--- src/rtl/seq_controller.sv ---
// seq_controller: ring-counter sequencer for a small accumulator machine.
// Decodes the one-hot T-state and the opcode into active-high control strobes.
// Optional feature: define SEQ_SHORT_CYCLE_EN to end LDA after T5, and OUT or
// undefined opcodes after T4. ADD/SUB always take six states. HLT always stops in T4.
module seq_controller (
  input  logic       clk,
  input  logic       clr_n,
  input  logic [3:0] opcode,
  output logic       pc_out,
  output logic       pc_inc,
  output logic       mar_load,
  output logic       mem_enable,
  output logic       ir_load,
  output logic       ir_out,
  output logic       a_load,
  output logic       a_out,
  output logic       b_load,
  output logic       alu_sub,
  output logic       alu_out,
  output logic       out_load,
  output logic       halt,
  output logic [5:0] t_state
);

  typedef enum logic [5:0] {
    T1 = 6'b000001,
    T2 = 6'b000010,
    T3 = 6'b000100,
    T4 = 6'b001000,
    T5 = 6'b010000,
    T6 = 6'b100000
  } t_state_e;

  localparam logic [3:0] OP_LDA = 4'b0000;
  localparam logic [3:0] OP_ADD = 4'b0001;
  localparam logic [3:0] OP_SUB = 4'b0010;
  localparam logic [3:0] OP_OUT = 4'b1110;
  localparam logic [3:0] OP_HLT = 4'b1111;

  t_state_e r_state;
  t_state_e w_state_next;
  logic     r_halt;
  logic     w_halt_next;

  logic w_is_lda;
  logic w_is_alu;
  logic w_is_out;
  logic w_is_hlt;

  assign w_is_lda = (opcode == OP_LDA);
  assign w_is_alu = (opcode == OP_ADD) || (opcode == OP_SUB);
  assign w_is_out = (opcode == OP_OUT);
  assign w_is_hlt = (opcode == OP_HLT);

  assign t_state = r_state;

  // State and halt registers: reset returns to T1 and releases halt from any state.
  always_ff @(posedge clk) begin
    if (!clr_n) begin
      r_state <= T1;
      r_halt  <= 1'b0;
    end else begin
      r_state <= w_state_next;
      r_halt  <= w_halt_next;
    end
  end

  // Next-state logic: the ring advances unless halted; HLT freezes the ring in T4.
  always_comb begin
    w_state_next = r_state;
    w_halt_next  = r_halt;
    if (!r_halt) begin
      case (r_state)
        T1: w_state_next = T2;
        T2: w_state_next = T3;
        T3: w_state_next = T4;
        T4: begin
          if (w_is_hlt) begin
            w_state_next = T4;
            w_halt_next  = 1'b1;
          end else begin
`ifdef SEQ_SHORT_CYCLE_EN
            // OUT and undefined opcodes have no work left after T4.
            w_state_next = (w_is_lda || w_is_alu) ? T5 : T1;
`else
            w_state_next = T5;
`endif
          end
        end
        T5: begin
`ifdef SEQ_SHORT_CYCLE_EN
          w_state_next = w_is_lda ? T1 : T6;
`else
          w_state_next = T6;
`endif
        end
        T6:      w_state_next = T1;
        default: w_state_next = T1;
      endcase
    end
  end

  // Control decode: reset masks every output, and a halted machine shows only halt.
  always_comb begin
    pc_out     = 1'b0;
    pc_inc     = 1'b0;
    mar_load   = 1'b0;
    mem_enable = 1'b0;
    ir_load    = 1'b0;
    ir_out     = 1'b0;
    a_load     = 1'b0;
    a_out      = 1'b0;
    b_load     = 1'b0;
    alu_sub    = 1'b0;
    alu_out    = 1'b0;
    out_load   = 1'b0;
    halt       = 1'b0;
    if (clr_n) begin
      if (r_halt) begin
        halt = 1'b1;
      end else begin
        case (r_state)
          T1: begin
            pc_out   = 1'b1;
            mar_load = 1'b1;
          end
          T2: pc_inc = 1'b1;
          T3: begin
            mem_enable = 1'b1;
            ir_load    = 1'b1;
          end
          T4: begin
            if (w_is_lda || w_is_alu) begin
              ir_out   = 1'b1;
              mar_load = 1'b1;
            end else if (w_is_out) begin
              a_out    = 1'b1;
              out_load = 1'b1;
            end else if (w_is_hlt) begin
              halt = 1'b1;
            end
          end
          T5: begin
            if (w_is_lda) begin
              mem_enable = 1'b1;
              a_load     = 1'b1;
            end else if (w_is_alu) begin
              mem_enable = 1'b1;
              b_load     = 1'b1;
            end
          end
          T6: begin
            if (w_is_alu) begin
              alu_out = 1'b1;
              a_load  = 1'b1;
              alu_sub = (opcode == OP_SUB);
            end
          end
          default: ;
        endcase
      end
    end
  end

endmodule

--- config.mk ---
export PLATFORM = sky130hd
export DESIGN_NAME = seq_controller
export DESIGN_NICKNAME = d
export VERILOG_FILES = /design/src/rtl/seq_controller.sv
export SDC_FILE = /design/constraint.sdc
export NUM_CORES = 1
export LEC_CHECK = 0
export ABC_CLOCK_PERIOD_IN_PS = 1400
export BUFFER_PORTS_ARGS = -buffer_cell sky130_fd_sc_hd__buf_4
export CAP_MARGIN = 10
export CORE_MARGIN = 4
export CORE_UTILIZATION = 39
export CTS_CLUSTER_DIAMETER = 50
export CTS_CLUSTER_SIZE = 16
export DETAILED_ROUTE_END_ITERATION = 10
export GPL_ROUTABILITY_DRIVEN = 0
export GPL_TIMING_DRIVEN = 0
export PLACE_DENSITY = 0.73
export SLEW_MARGIN = 40
export SYNTH_ARGS = -nofsm -noshare
export SYNTH_HDL_FRONTEND = slang
export SYNTH_SLANG_ARGS = --single-unit
export TNS_END_PERCENT = 1
--- constraint.sdc ---
create_clock -name clk -period 1.4 [get_ports clk]
set_input_delay 0.14 -clock clk [delete_from_list [all_inputs] [get_ports clk]]
set_output_delay 0.14 -clock clk [all_outputs]
set_load 0.05 [all_outputs]
==> flow_metrics.py, run 1 <==
metrics = {
    "setup_path": {
        "cp.arrival_ns": 1.76,
        "path_class": "reg -> out",
        "cp-start-kind": "register",
        "path_buf_inv": 2,
        "crit_required_ns": 1.26,
        "cp_common_cell": "nor4_4",
        "rrSetupSlack_ns": -0.12,
        "crit_chain": "nor4_4 > nand3b_1 > nor4_4 > buf_6 > buf_4",
        "crit_family": "simple AND/OR/NAND/NOR gates",
        "max_stage_delay_ns": 0.35,
        "critPathCaptureType": "output pin",
        "crit_fanout": 3,
        "cp_slowest_cell": "dfxtp_4",
    },
    "timing": {
        "tightestPinTransition_ns": 0.376,
        "setup_viol": 17,
        "fin_skew_ns": 0.00124,
        "post-route-period-util": 1.35,
        "period_needed_ns": 1.90,
        "worst_slack_ns": -0.496,
        "clock.fmax_mhz": 527,
        "slew_headroom": 0.749,
        "rsz0062_at_grt": "yes",
        "fin_tns_setup_ns": -5.00,
        "finalHoldViolations": 0,
        "slew_violations": 0,
    },
    "status": {
        "violations": "negative setup slack",
        "outcome": "finished, violations left",
    },
    "clock_tree": {
        "clockBufferDepth": 2,
        "path_clk_slew_ns": 0.05,
        "postCtsHoldBufs": 0,
        "cts_tree": "done",
        "clk_latency_ns": 0.25,
        "h-tree-depth": 1,
        "cts_buffers": 3,
        "clock_sinks": 7,
        "root_buffer": "clkbuf_4",
    },
    "logic_synthesis": {
        "synth_area_um2": 515,
        "synth_area_per_cell_um2": 7.16,
        "synth.most_common_cell": "nor2_1",
        "ys_seq_elements": 7,
        "synth.top_cells.by_area": "dfxtp_1 27%, nand3b_1 8.7%, nor2_1 7.3%, nand2_1 5.1%, nor4_1 4.9%",
        "synthCells": 72,
        "ys_async_sr_fraction": 0,
        "netlist_top_cells_count": "10 x nor2_1, 7 x dfxtp_1, 7 x nand2_1",
        "ys_warn_count": 0,
        "synth_top_area_share": 0.272,
        "yosysUniqueCellTypes": 28,
        "ys.flop_type": "dfxtp_1",
        "synth_edf_count": 0,
        "ys_seq_area_frac": 0.272,
        "syn_nets": 78,
        "synth_top_area_cell": "dfxtp_1",
    },
    "drt": {
        "wl_per_cell_um": 14.3,
        "finalWirelength_um": 1710,
        "ant_nets": 0,
        "drt-initial-drc-count": 17,
        "drc": 0,
        "vias": 648,
        "via_per_inst": 5.45,
        "drt-pass1-iter-count": 4,
    },
    "layout": {
        "utilization": 0.808,
        "antennaDiodeCount": 0,
        "seqCellArea_um2": 155,
        "final_area_um2": 946,
        "drive_gt1_frac": 0.543,
        "fin_nets": 112,
        "multi_input_area_um2": 443,
        "layout-area-overhead-vs-synth_pct": 83.5,
        "nFillCells": 78,
    },
    "floorplanning": {
        "die_w_um": 44.4,
        "core-area_mm2": 0.00117,
        "dieArea_mm2": 0.00197,
        "die_h_um": 44.4,
        "start_util": 0.440,
        "num_io_pins": 25,
        "num_rows": 12,
    },
    "pwr": {
        "switching_share": 0.384,
        "ir_worst_vdd_v": 0.000674,
        "p_comb_frac": 0.404,
        "power_per_cell_area_mw_per_mm2": 749,
        "p_seq_frac": 0.331,
        "total_power_mw": 0.708,
        "pwr-share-clk": 0.265,
        "intPower_mw": 0.437,
        "power.switching_mw": 0.272,
        "power.static_leakage_nw": 0.379,
    },
    "grt": {
        "grt_pass1_wl_um": 2720,
        "grt_pass1_vias": 597,
        "grt.total_usage": 0.184,
        "grt_max_degree": 11,
        "grt-ovfl-total": 0,
        "antenna_found_initial": 0,
    },
    "worst_hold_path": {
        "min_path_type": "in -> reg",
    },
    "placement": {
        "post-dp-hpwl_um": 1060,
        "portBuffers": 24,
        "place_area_um2": 783,
    },
    "job": {
        "max_cap_viol_count": 0,
    },
}
[worst paths after layout]
kind,startpoint,cells past startpoint,to
worst min-delay path,clr_n,2,t_state[0]
worst max-delay path,t_state[0],5,out_load
worst max register to register,t_state[0],5,t_state[3]
worst min register to register,t_state[4],2,t_state[4]
[flip-flops by register name, summed over array words and instances (netlist names)]
signal and cells:
r_halt 1, t_state 6
[cell usage in the layout (no fill, tap or decap), types with 2 or more instances in the layout]
master    count
a21oi_1       2
and2_1        3
buf_4        22
buf_6        11
clkbuf_1      2
clkbuf_4      3
dfxtp_2       3
dfxtp_4       3
inv_1         3
nand2_1       6
nand3_1       2
nand3b_1      6
nor2_1        8
nor2_2        2
nor4_4        4
o21ai_0       4
[routing by layer]
layer	global-route usage	wire, um	part of all wire	vias to the layer above
met5	0	0	0	-
met4	0.0723	25	0.015	0
met3	0.0122	83	0.049	4
met2	0.314	883	0.52	20
met1	0.237	713	0.42	299
li1	-	-	-	325
[stage by stage]
step           cells  setup WS [ns]  hold slack [ns]
2_1_floorplan     72         -0.648            0.218
3_3_place_gp     110         -0.301            0.401
3_5_place_dp     110         -0.320            0.383
4_1_cts          119         -0.478            0.128
5_1_grt          119         -0.601            0.156
6_report         119         -0.496            0.131
[worst register-to-register path: stages, from the launching register on]
cell and delay (ns):
dfxtp_4 0.35, nor4_4 0.29, nand3b_1 0.21, o31a_1 0.35, buf_4 0.15, a21oi_1 0.10
[kinds of logic (layout without fill, tap and decap cells)]
kind of cell / after synthesis / in the layout / share of synthesized area
simple gates: 41 / 41 / 0.447
compound gates: 15 / 15 / 0.184
buf+inv: 8 / 41 / 0.0801
flops: 7 / 7 / 0.272
xor+xnor: 1 / 1 / 0.0170
[repair_timing]
item | CTS | global route
hold endpoints to repair | 0 | 0
pin swaps | 5 | 4
setup endpoints to repair | 16 | 19
resized for setup | 13 | 13
setup buffers | 7 | 0
[power by group through the flow]
stage | sequential, mW | clock [mW] | combinational, mW
final | 0.235 | 0.188 | 0.286
after global routing | 0.237 | 0.204 | 0.305
after CTS | 0.233 | 0.183 | 0.268
after detailed placement | 0.236 | 0 | 0.245
after global placement | 0.235 | 0 | 0.246
after floorplan | 0.274 | 0 | 0.135
[cell type report]
cell class	instances	area share
sequential	7	0.164
multi-input combinational	57	0.468
timing repair buffer	31	0.286
tap	14	0.0185
buffer	3	0.0238
inverter	3	0.0119
clock buffer	4	0.0278
No activity file was read; power rests on OpenSTA's default activity.
==> run 2, diff against run 1 <==
--- a/config.mk
+++ b/config.mk
@@ -15,7 +15,9 @@
 export DETAILED_ROUTE_END_ITERATION = 10
 export GPL_ROUTABILITY_DRIVEN = 0
 export GPL_TIMING_DRIVEN = 0
+export HOLD_SLACK_MARGIN = 0.02
 export PLACE_DENSITY = 0.73
+export REMOVE_ABC_BUFFERS = 1
 export SLEW_MARGIN = 40
 export SYNTH_ARGS = -nofsm -noshare
 export SYNTH_HDL_FRONTEND = slang
==> run 2 against run 1 <==
Effect of this change:
- the run still ends with negative setup slack left
- sequential cell count unchanged
- sequential share of layout area rose by 2.0 points
- first-iteration DRC count stayed put
- largest cell class unchanged
==> flow_metrics.py, run 2 (synthesized netlist as in run 1, its figures left out) <==
metrics = {
    "setup_path": {
        "rrSetupSlack_ns": -0.08,
        "worst_r2r_endpoint": "t_state[3]",
        "cp.arrival_ns": 1.75,
        "path_class": "reg -> out",
        "crit_fanout": 4,
        "r2r_start": "t_state[1]",
        "cp-start-kind": "register",
        "crit_required_ns": 1.26,
        "critPathLaunch": "t_state[1]",
        "worst-r2r-cell-count": 5,
        "critPathCaptureType": "output pin",
    },
    "drt": {
        "drt-initial-drc-count": 17,
        "finalWirelength_um": 1550,
        "wl_per_cell_um": 13.6,
        "drt-pass1-iter-count": 5,
        "drc": 0,
        "vias": 628,
        "ant_nets": 0,
        "via_per_inst": 5.51,
    },
    "timing": {
        "finalHoldViolations": 0,
        "slew_violations": 0,
        "post-route-period-util": 1.35,
        "slew_headroom": 0.775,
        "rsz0062_at_grt": "yes",
        "clock.fmax_mhz": 529,
        "fin_skew_ns": 0.0125,
        "tightestPinTransition_ns": 0.335,
        "worst_slack_ns": -0.490,
        "period_needed_ns": 1.89,
        "setup_viol": 16,
    },
    "grt": {
        "grt_max_degree": 12,
        "grt-ovfl-total": 0,
        "antenna_found_initial": 0,
        "grt.total_usage": 0.170,
        "grt_pass1_vias": 592,
        "grt_pass1_wl_um": 2490,
    },
    "clock_tree": {
        "cts_buffers": 3,
        "cts_tree": "done",
        "h-tree-depth": 1,
        "clockBufferDepth": 2,
        "clk_latency_ns": 0.26,
        "path_clk_slew_ns": 0.06,
        "clock_sinks": 7,
        "root_buffer": "clkbuf_4",
    },
    "layout": {
        "largest_reg_flops": 6,
        "fin_cells": 114,
        "utilization": 0.686,
        "seqCellArea_um2": 148,
        "final_cell_mix": "26 x buf_4, 9 x nor2_1, 7 x nand2_1",
        "antennaDiodeCount": 0,
        "drive_gt1_frac": 0.440,
        "final_common_cell": "buf_4",
        "final_area_um2": 803,
        "multi_input_area_um2": 370,
        "layout-area-overhead-vs-synth_pct": 55.8,
        "nFillCells": 105,
        "fin_nets": 107,
    },
    "status": {
        "violations": "negative setup slack",
        "outcome": "finished, violations left",
    },
    "worst_hold_path": {
        "hold_end": "t_state[0]",
        "whs_path_depth": 2,
        "worstHoldStart": "clr_n",
        "min_path_type": "in -> reg",
    },
    "floorplanning": {
        "num_rows": 12,
        "num_io_pins": 25,
        "dieArea_mm2": 0.00197,
        "die_w_um": 44.4,
        "die_h_um": 44.4,
        "start_util": 0.440,
        "core-area_mm2": 0.00117,
    },
    "pwr": {
        "power.switching_mw": 0.256,
        "power_per_cell_area_mw_per_mm2": 828,
        "switching_share": 0.384,
        "p_comb_frac": 0.361,
        "total_power_mw": 0.665,
        "pwr-share-clk": 0.277,
        "p_seq_frac": 0.363,
        "power.static_leakage_nw": 0.332,
        "ir_worst_vdd_v": 0.000638,
        "intPower_mw": 0.409,
    },
    "job": {
        "max_cap_viol_count": 0,
    },
    "placement": {
        "place_area_um2": 683,
        "dpl.cell_count": 105,
        "post-dp-hpwl_um": 1080,
        "portBuffers": 24,
    },
}
run 2: cell count changes in the layout (fill, tap and decap cells not counted), sizes merged:
cell	change
buf	-4
clkbuf	-2
clkinv	+1
run 2: worst max-delay path by stage:
stage / slack (ns) / cells past startpoint / endpoint
2_1_floorplan: -2.75 / 3 / a_out
3_3_place_gp: -0.30 / 5 / halt
3_5_place_dp: -0.32 / 5 / halt
4_1_cts: -0.49 / 5 / halt
5_1_grt: -0.60 / 5 / halt
6_report: -0.49 / 5 / halt
run 2: repair_timing:
action                                  CTS  global route
setup buffers                             4             1
hold buffers                              0             0
resized for setup                        11             4
pin swaps                                 6             1
endpoints found under the setup margin   16            17
run 2: power by group through the flow:
stage / combinational (mW) / sequential (mW) / clock (mW)
2_1_floorplan: 0.108 / 0.275 / 0
3_3_place_gp: 0.212 / 0.239 / 0
4_1_cts: 0.237 / 0.241 / 0.193
3_5_place_dp: 0.216 / 0.240 / 0
5_1_grt: 0.255 / 0.244 / 0.204
6_report: 0.240 / 0.241 / 0.184
run 2: routing by layer:
| metal | global-route usage | vias to the layer above | wire (um) |
|---|---|---|---|
| met5 | 0 | - | 0 |
| met4 | 0.127 | 0 | 49 |
| met3 | 0.0244 | 7 | 61 |
| met2 | 0.279 | 18 | 736 |
| met1 | 0.199 | 289 | 707 |
| li1 | - | 314 | - |
run 2: critical path: stages, from the launching register on:
cell      delay [ns]
dfxtp_4         0.36
nor4_4          0.29
nand3b_1        0.20
o31a_1          0.31
nor2b_1         0.15
buf_6           0.18
run 2: layout make-up:
cell class                      instances  share of cell area
Multi-Input combinational cell         57               0.461
Sequential cell                         7               0.184
Timing Repair Buffer                   29               0.285
Clock buffer                            3              0.0280
Tap cell                               14              0.0218
Clock inverter                          1             0.00623
Inverter                                3              0.0140
run 2: metrics by stage:
stage | hold WS (ns) | setup TNS (ns) | worst slack, ns
final | 0.117 | -5.13 | -0.490
after global routing | 0.122 | -6.62 | -0.601
after CTS | 0.106 | -5.32 | -0.492
after detailed placement | 0.384 | -2.92 | -0.319
after global placement | 0.382 | -2.65 | -0.302
after floorplan | 0.218 | -13.21 | -2.75
==> run 3, diff against run 2 <==
--- a/config.mk
+++ b/config.mk
@@ -5,18 +5,19 @@
 export SDC_FILE = /design/constraint.sdc
 export NUM_CORES = 1
 export LEC_CHECK = 0
+export ABC_AREA = 1
 export ABC_CLOCK_PERIOD_IN_PS = 1400
 export BUFFER_PORTS_ARGS = -buffer_cell sky130_fd_sc_hd__buf_4
 export CAP_MARGIN = 10
 export CORE_MARGIN = 4
-export CORE_UTILIZATION = 39
+export CORE_UTILIZATION = 38
 export CTS_CLUSTER_DIAMETER = 50
 export CTS_CLUSTER_SIZE = 16
 export DETAILED_ROUTE_END_ITERATION = 10
 export GPL_ROUTABILITY_DRIVEN = 0
 export GPL_TIMING_DRIVEN = 0
 export HOLD_SLACK_MARGIN = 0.02
-export PLACE_DENSITY = 0.73
+export PLACE_DENSITY = 0.72
 export REMOVE_ABC_BUFFERS = 1
 export SLEW_MARGIN = 40
 export SYNTH_ARGS = -nofsm -noshare
==> run 3 against run 2 <==
Effect of this change:
- the flow still finishes with violations (negative setup slack)
- total power grew 6.0%
- first-iteration DRC count is 12% higher
- final area increased by 18%
- clock-buffer cell count grew 1
- cell count is 19% higher
- utilization increased by 12 points
- register-to-register slack better by 0.29 ns
- synthesized area decreased by 1.9%
- critical path depth unchanged
- wire length rose by 18%
- hold slack gained 0.063 ns
- critical path type unchanged
- largest cell class unchanged
==> flow_metrics.py, run 3 <==
metrics = {
    "timing": {
        "rsz0062_at_grt": "yes",
        "slew_headroom": 0.795,
        "fin_tns_setup_ns": -1.66,
        "finalHoldViolations": 0,
        "worst_slack_ns": -0.179,
        "post-route-period-util": 1.13,
        "setup_viol": 13,
        "period_needed_ns": 1.58,
        "slew_violations": 0,
        "clock.fmax_mhz": 633,
        "fin_skew_ns": 0.000221,
        "tightestPinTransition_ns": 0.306,
    },
    "floorplanning": {
        "dieArea_mm2": 0.00198,
        "num_io_pins": 25,
        "start_util": 0.432,
        "core-area_mm2": 0.00117,
        "die_h_um": 44.5,
        "num_rows": 12,
        "die_w_um": 44.5,
    },
    "layout": {
        "final_cell_mix": "27 x buf_4, 15 x nand2_1, 9 x nor2_1, 9 x buf_6, 8 x inv_1",
        "fin_cells": 136,
        "utilization": 0.809,
        "final_common_cell": "buf_4",
        "fin_nets": 129,
        "antennaDiodeCount": 0,
        "largest_reg_flops": 6,
        "nFillCells": 72,
        "drive_gt1_frac": 0.582,
        "final_area_um2": 947,
        "layout-area-overhead-vs-synth_pct": 87.4,
    },
    "grt": {
        "grt-ovfl-total": 0,
        "antenna_found_initial": 0,
        "grt_pass1_wl_um": 2990,
        "grt_pass1_vias": 695,
        "grt.total_usage": 0.207,
        "grt_max_degree": 9,
    },
    "clock_tree": {
        "h-tree-depth": 1,
        "clockBufferDepth": 2,
        "postCtsHoldBufs": 0,
        "cts_buffers": 3,
        "clk_latency_ns": 0.25,
        "cts_tree": "done",
        "clock_sinks": 7,
        "path_clk_slew_ns": 0.05,
        "root_buffer": "clkbuf_4",
    },
    "logic_synthesis": {
        "synthCells": 84,
        "ys.flop_type": "dfxtp_1",
        "synth_top_family_by_area": "simple AND/OR/NAND/NOR gates",
        "ys_seq_elements": 7,
        "synth_top_area_share": 0.277,
        "synthMuxAreaShare": 0,
        "ys_seq_area_frac": 0.277,
        "yosysUniqueCellTypes": 17,
        "synth_compound_area_frac": 0.0891,
        "synth_area_per_cell_um2": 6.02,
        "synth_fa_ha_area_frac": 0,
        "synth_top_area_cell": "dfxtp_1",
        "ys_async_sr_fraction": 0,
        "netlist_top_cells_count": "18 x nor2_1, 17 x nand2_1, 11 x inv_1",
        "synth-xor-area-share": 0,
        "synth_area_um2": 505,
        "synth.most_common_cell": "nor2_1",
        "synth_edf_count": 0,
        "ys_warn_count": 0,
        "synth-simple-area-share": 0.515,
        "synth.top_cells.by_area": "dfxtp_1 28%, nor2_1 13%, nand2_1 13%, inv_1 8.2%, nand3_1 7.9%",
    },
    "setup_path": {
        "path_depth": 5,
        "critPathCaptureType": "output pin",
        "crit_required_ns": 1.26,
        "crit_family": "flip-flops",
        "worst_r2r_endpoint": "t_state[0]",
        "max_stage_delay_ns": 0.36,
        "r2r_start": "t_state[1]",
        "cp.arrival_ns": 1.44,
        "crit_fanout": 5,
        "worst-r2r-cell-count": 7,
        "crit_end": "a_load",
        "cp-start-kind": "register",
        "crit_chain": "nor2_4 > buf_4 > nand4_1 > o21ai_1 > buf_6",
        "path_buf_inv": 2,
        "path_class": "reg -> out",
        "cp_slowest_cell": "dfxtp_4",
        "critPathLaunch": "t_state[1]",
        "rrSetupSlack_ns": 0.21,
    },
    "status": {
        "violations": "negative setup slack",
        "outcome": "finished, violations left",
    },
    "drt": {
        "vias": 713,
        "drt-initial-drc-count": 19,
        "drc": 0,
        "ant_nets": 0,
        "via_per_inst": 5.24,
        "top_layer_used": "met4",
        "wl_met1_um": 713,
        "finalWirelength_um": 1840,
        "drt-pass1-iter-count": 4,
        "wl_per_cell_um": 13.5,
        "dr_wl_met3_um": 152,
        "wl_met2_um": 918,
    },
    "placement": {
        "dpl.cell_count": 120,
        "portBuffers": 24,
        "place_area_um2": 688,
        "post-dp-hpwl_um": 1040,
    },
    "job": {
        "max_cap_viol_count": 0,
    },
    "pwr": {
        "power_per_cell_area_mw_per_mm2": 745,
        "power.static_leakage_nw": 0.454,
        "total_power_mw": 0.705,
        "ir_worst_vdd_v": 0.000801,
    },
    "worst_hold_path": {
        "min_path_type": "in -> reg",
        "whs_path_depth": 3,
    },
}
[run 3: where the power goes]
group          leakage (nW)  switching, mW  total [mW]  internal [mW]
combinational         0.378          0.182       0.292          0.110
sequential           0.0609         0.0167       0.228          0.212
clock                0.0150         0.0758       0.185          0.109
[run 3: repair_timing]
item,in CTS,in global routing
buffers inserted,8,4
endpoints found under the hold margin,0,0
gates resized for setup,37,13
setup endpoints to repair,13,13
pin swaps,7,10
[run 3: worst reg2reg max path, cell delays in order, from the launching register on]
cell	delay, ns
dfxtp_4	0.36
nor2_4	0.20
nand3_4	0.14
buf_4	0.15
nand2_1	0.06
inv_1	0.05
nand3_1	0.08
nand2_1	0.05
[run 3: worst min path at each step]
stage,from,slack [ns],end
after CTS,clr_n,0.17,t_state[3]
after global routing,clr_n,0.20,t_state[2]
after floorplan,clr_n,0.28,t_state[3]
final,clr_n,0.18,t_state[3]
after detailed placement,clr_n,0.43,t_state[3]
after global placement,clr_n,0.42,t_state[5]
[run 3: area by class of cell]
class	count	area [um^2]	area share
Clock buffer	4	26.3	0.0277
Tap cell	14	17.5	0.0185
Timing Repair Buffer	36	304	0.321
Sequential cell	7	159	0.168
Multi-Input combinational cell	63	395	0.417
Inverter	12	45.0	0.0476
[run 3: layer usage]
metal | vias to the layer above | global-route usage
met5 | - | 0
met1 | 318 | 0.223
li1 | 347 | -
met2 | 38 | 0.358
met3 | 10 | 0.0732
met4 | 0 | 0.0904
[run 3: kinds of logic after synthesis]
kind of cell / count (synthesis)
AOI/OAI and AO/OA: 9
and+or+nand+nor: 54
DFF: 7
buffers and inverters: 14
[run 3: through the flow]
step                hold slack [ns]  worst slack (ns)
finish                        0.180            -0.179
global route                  0.196            -0.262
CTS                           0.166            -0.144
detailed placement            0.426           -0.0469
global placement              0.423           -0.0255
floorplan                     0.282             -1.82
